File: src/rtl/video_timing_pkg.sv
// Shared raster timing constants for the HDMI output path.
// Holds the 720p60 defaults, a 1080p60 set and the counter/coordinate widths.
package video_timing_pkg;

    localparam int COORD_W = 11;
    localparam int CNT_W   = 12;

    // 1280x720@60, 74.25 MHz pixel clock
    localparam int HD720_H_SYNC   = 40;
    localparam int HD720_H_BACK   = 220;
    localparam int HD720_H_ACTIVE = 1280;
    localparam int HD720_H_FRONT  = 110;
    localparam int HD720_V_SYNC   = 5;
    localparam int HD720_V_BACK   = 20;
    localparam int HD720_V_ACTIVE = 720;
    localparam int HD720_V_FRONT  = 5;

    // 1920x1080@60, 148.5 MHz pixel clock
    localparam int HD1080_H_SYNC   = 44;
    localparam int HD1080_H_BACK   = 148;
    localparam int HD1080_H_ACTIVE = 1920;
    localparam int HD1080_H_FRONT  = 88;
    localparam int HD1080_V_SYNC   = 5;
    localparam int HD1080_V_BACK   = 36;
    localparam int HD1080_V_ACTIVE = 1080;
    localparam int HD1080_V_FRONT  = 4;

endpackage

File: src/rtl/video_timing_gen.sv
// Raster timing generator: h/v counters, pixel request decode and a single
// output register stage feeding the DVI transmitter.
module video_timing_gen
    import video_timing_pkg::*;
#(
    parameter int   H_SYNC   = HD720_H_SYNC,
    parameter int   H_BACK   = HD720_H_BACK,
    parameter int   H_ACTIVE = HD720_H_ACTIVE,
    parameter int   H_FRONT  = HD720_H_FRONT,
    parameter int   V_SYNC   = HD720_V_SYNC,
    parameter int   V_BACK   = HD720_V_BACK,
    parameter int   V_ACTIVE = HD720_V_ACTIVE,
    parameter int   V_FRONT  = HD720_V_FRONT,
    parameter logic SYNC_POL = 1'b1
) (
    input  logic        pclk,
    input  logic        reset_n,
    input  logic [23:0] pixel_data,
    output logic        data_req,
    output logic [10:0] pixel_xpos,
    output logic [10:0] pixel_ypos,
    output logic        video_hsync,
    output logic        video_vsync,
    output logic        video_de,
    output logic [23:0] video_din,
    output logic        frame_start
);

    localparam int H_TOTAL = H_SYNC + H_BACK + H_ACTIVE + H_FRONT;
    localparam int V_TOTAL = V_SYNC + V_BACK + V_ACTIVE + V_FRONT;

    localparam logic [CNT_W-1:0] H_LAST      = CNT_W'(H_TOTAL - 1);
    localparam logic [CNT_W-1:0] H_SYNC_END  = CNT_W'(H_SYNC);
    localparam logic [CNT_W-1:0] H_ACT_START = CNT_W'(H_SYNC + H_BACK);
    localparam logic [CNT_W-1:0] H_ACT_END   = CNT_W'(H_SYNC + H_BACK + H_ACTIVE);
    localparam logic [CNT_W-1:0] V_LAST      = CNT_W'(V_TOTAL - 1);
    localparam logic [CNT_W-1:0] V_SYNC_END  = CNT_W'(V_SYNC);
    localparam logic [CNT_W-1:0] V_ACT_START = CNT_W'(V_SYNC + V_BACK);
    localparam logic [CNT_W-1:0] V_ACT_END   = CNT_W'(V_SYNC + V_BACK + V_ACTIVE);

    logic [CNT_W-1:0] h_cnt_q, h_cnt_d;
    logic [CNT_W-1:0] v_cnt_q, v_cnt_d;
    logic             hsync_q, hsync_d;
    logic             vsync_q, vsync_d;
    logic             de_q, de_d;
    logic             frame_start_q, frame_start_d;

    logic h_wrap;
    logic h_sync_seg, v_sync_seg;
    logic h_active, v_active;

    // v_cnt only moves on the h wrap, so both counters roll over together at frame end
    always_comb begin
        h_wrap  = (h_cnt_q == H_LAST);
        h_cnt_d = h_wrap ? '0 : h_cnt_q + 1'b1;
        v_cnt_d = v_cnt_q;
        if (h_wrap) begin
            v_cnt_d = (v_cnt_q == V_LAST) ? '0 : v_cnt_q + 1'b1;
        end
    end

    always_comb begin
        h_sync_seg = (h_cnt_q < H_SYNC_END);
        v_sync_seg = (v_cnt_q < V_SYNC_END);
        h_active   = (h_cnt_q >= H_ACT_START) && (h_cnt_q < H_ACT_END);
        v_active   = (v_cnt_q >= V_ACT_START) && (v_cnt_q < V_ACT_END);

        data_req   = h_active && v_active;
        pixel_xpos = data_req ? COORD_W'(h_cnt_q - H_ACT_START) : '0;
        pixel_ypos = data_req ? COORD_W'(v_cnt_q - V_ACT_START) : '0;

        hsync_d       = h_sync_seg ? SYNC_POL : ~SYNC_POL;
        vsync_d       = v_sync_seg ? SYNC_POL : ~SYNC_POL;
        de_d          = data_req;
        frame_start_d = (h_cnt_q == '0) && (v_cnt_q == '0);
    end

    always_ff @(posedge pclk or negedge reset_n) begin
        if (!reset_n) begin
            h_cnt_q       <= '0;
            v_cnt_q       <= '0;
            hsync_q       <= ~SYNC_POL;
            vsync_q       <= ~SYNC_POL;
            de_q          <= 1'b0;
            frame_start_q <= 1'b0;
        end else begin
            h_cnt_q       <= h_cnt_d;
            v_cnt_q       <= v_cnt_d;
            hsync_q       <= hsync_d;
            vsync_q       <= vsync_d;
            de_q          <= de_d;
            frame_start_q <= frame_start_d;
        end
    end

    assign video_hsync = hsync_q;
    assign video_vsync = vsync_q;
    assign video_de    = de_q;
    assign frame_start = frame_start_q;

    // pixel_data already trails data_req by a cycle, so it lines up with video_de unregistered
    assign video_din = de_q ? pixel_data : 24'h0;

endmodule

File: config.mk
export PLATFORM = sky130hd
export DESIGN_NAME = video_timing_gen
export DESIGN_NICKNAME = d
export VERILOG_FILES = /design/src/rtl/video_timing_pkg.sv /design/src/rtl/video_timing_gen.sv
export SDC_FILE = /design/constraint.sdc
export NUM_CORES = 1
export LEC_CHECK = 0
export BUFFER_PORTS_ARGS = -buffer_cell sky130_fd_sc_hd__buf_4
export CAP_MARGIN = 30
export CORE_ASPECT_RATIO = 2
export CORE_MARGIN = 4
export CORE_UTILIZATION = 50
export CTS_CLUSTER_SIZE = 25
export DETAILED_ROUTE_END_ITERATION = 8
export PLACE_DENSITY = 0.87
export RECOVER_POWER = 100
export SYNTH_ARGS = -nofsm -noshare
export SYNTH_HDL_FRONTEND = slang
export SYNTH_SLANG_ARGS = --single-unit
File: constraint.sdc
create_clock -name pclk -period 2.8 [get_ports pclk]
set_input_delay 0.56 -clock pclk [delete_from_list [all_inputs] [get_ports pclk]]
set_output_delay 0.56 -clock pclk [all_outputs]
set_load 0.01 [all_outputs]
==> run summary <==
Leakage - 1.47 nW
area delta synth->final - 43.9%
die area - 5520 µm²
EDFF count, synth - 0
ranking of synthesized cells by area - dfrtp_1, and2_1, xnor2_1, ha_1, nor3_1
Worst Tran Pin Value - 1.54 ns
post-route DRC violation count - 0
commonest non-fill, non-tap cell in the layout - buf_4
post-DP HPWL - 5090 µm
Crit Path Max Fanout - 8
worst setup margin - -0.119 ns
antenna violations before repair - 0
dpl cells - 390
H-tree depth - 1
first-pass GRT wire length - 10,600 µm
Port Buffer Count - 76
Fillers - 281
vias in the first global route - 2,407
final setup vio count - 23
initial core utilization - 0.525
Die X - 54.6 µm
synth unique cells - 42
post-layout min period - 2.92 ns
Post-synth top flop - dfrtp_1
DR iter-0 viols - 151
Seq cells post-synth - 28
DR WL/cell - 19.5 µm
io pins - 77
PwrDens - 222 nW/µm²
Synth top area share - 0.323
share of cells above drive strength 1 - 0.377
Clock Skew - 0.00705 ns
vias per cell - 6.40
NumNets Final - 391
largest net degree at the start of global routing - 29
final count of hold timing violations - 0
storage element area - 703 µm²
Final Non-Filler Cells - 405
Hold Buf Count CTS - 0
Site Rows - 33
status - complete, but fails checks
Slew Viols, Final - 29
syn nets - 301
Final Instance Area - 3120 µm²
fmax - 343 MHz
peak supply drop - 0.395 mV
CP startpoint kind - flip-flop
core area - 4130 µm²
GRT overflow - 0
Die Ht - 101 µm
CP Capture Type - output pin
critical path type - reg -> out
Final period util - 1.04
clock sinks - 28
Final ANT Viol Nets - 0
CP Data Arrival Time - 2.36 ns
worst endpoint required time - 2.24 ns
multi-input logic area - 1470 µm²
Mapped Area - 2170 µm²
Max Cap Viol - 1
failing checks - max-capacitance violations, max-slew violations, negative setup slack
Clk pin slew, worst setup/hold paths - 0.10 ns
mean post-synth cell area - 8.22 µm²
Yosys top cell by area - dfrtp_1
TritonCTS clock tree - yes
DP Area - 2850 µm²
FFs w/ async S/R, synth - 1.00
Cells after Synth - 264
later-pin clock latency in the skew report - 0.28 ns
RSZ-0062 raised after global routing - yes
Initial DRT Pass Iterations - 5
vias after detailed routing - 2,591
Hold Crit Class - reg -> reg
# diodes - 0
worst relative slew slack - -0.0247
CTS root buf - clkbuf_8
YS warnings - 0
most frequent cells in the layout - buf_4, and2_1, dfrtp_1, nor3_1, xnor2_1
total routed wirelength - 7890 µm
post-synthesis sequential area ratio - 0.323
global-route usage over all layers - 0.258
routability congestion estimate - 0.916
CTS Buf Count - 3
CTS Buffer Depth - 2
[final cells by class]
type / count / area share
Clock buffer: 4 / 0.0176
Inverter: 14 / 0.0168
Multi-Input combinational cell: 203 / 0.472
Sequential cell: 28 / 0.225
Tap cell: 52 / 0.0208
Timing Repair Buffer: 104 / 0.248
[repair_timing]
action                     4_1_cts  5_1_grt
hold endpoints to repair         0        0
buffers inserted                 8        2
gates cloned                     0        1
setup endpoints to repair       23       23
pin swaps                        3        6
gates resized for setup         15       18
[worst max-delay path: stages (launching register included)]
cell and delay, ns:
dfrtp_2 0.44, and3_1 0.25, a311o_1 0.39, a221o_1 0.35, buf_6 0.18, nor3_1 0.29
buf_4 0.18
[stage by stage]
| stage | util | worst slack [ns] | power [mW] | TNS [ns] | hold WS, ns |
|---|---|---|---|---|---|
| final | 0.756 | -0.119 | 0.692 | -1.15 | 0.548 |
| after global routing | 0.756 | -0.220 | 0.716 | -2.91 | 0.573 |
| after CTS | 0.732 | -0.0215 | 0.696 | -0.0233 | 0.191 |
| after detailed placement | 0.691 | 0.0925 | 0.446 | 0 | 0.500 |
| after global placement | 0.691 | 0.156 | 0.445 | 0 | 0.493 |
| after floorplan | - | 0.123 | 0.412 | 0 | 0.264 |
[per-layer routing]
layer	vias up	GRT usage	wire length, µm
li1	1100	-	-
met2	229	0.464	4020
met1	1186	0.236	2460
met5	-	0	0
met3	76	0.0501	760
met4	0	0.186	646
[cells by family (layout without fill, tap and decap cells)]
kind of cell	Yosys count	in the layout	synth area share
AND/OR/NAND/NOR	128	128	0.335
AO/OA/AOI/OAI	39	40	0.114
flip-flops	28	28	0.323
adder cells (fa/ha/maj)	11	11	0.0634
buffers and inverters	34	122	0.0675
XOR/XNOR	24	24	0.0969
[sequential cells by signal (all words and copies together) (netlist names)]
signal	count
h_cnt_q	12
frame_start	1
video_de	1
video_hsync	1
video_vsync	1
v_cnt_q	12
[Yosys cell counts, types with 3 or more instances]
cell,instances
buf_2,3
and2_1,27
or4_1,3
nor3_1,26
nand3_1,12
o22ai_1,4
dfrtp_1,28
nand2_1,15
nor2_1,14
xnor2_1,16
and3_1,6
inv_1,14
o31ai_1,3
a21oi_1,10
a211oi_1,3
clkbuf_1,14
xor2_1,8
o21ai_0,8
or3_1,4
ha_1,11
nand4_1,6
[worst paths after layout]
kind,from,slack [ns],end,cells after the start
min in group asynchronous,reset_n,0.64,frame_start$_DFF_PN0_,1
max in group asynchronous,reset_n,1.16,v_cnt_q[7]$_DFFE_PN0N_,1
hold / removal,v_cnt_q[11]$_DFFE_PN0N_,0.55,v_cnt_q[11]$_DFFE_PN0N_,1
hold reg to reg,v_cnt_q[11]$_DFFE_PN0N_,0.55,v_cnt_q[11]$_DFFE_PN0N_,1
setup reg to reg,h_cnt_q[7]$_DFF_PN0_,0.52,v_cnt_q[3]$_DFFE_PN0N_,4
setup / recovery,v_cnt_q[7]$_DFFE_PN0N_,-0.12,pixel_ypos[10],6
[power by group]
part           switching [mW]  leakage [nW]  total (mW)  internal [mW]
Combinational          0.0119          1.07      0.0328         0.0209
Clock                   0.129        0.0288       0.255          0.126
Sequential                  0         0.368       0.404          0.404
Total                   0.141          1.47       0.692          0.551
Power figures use the tool's default switching activity.
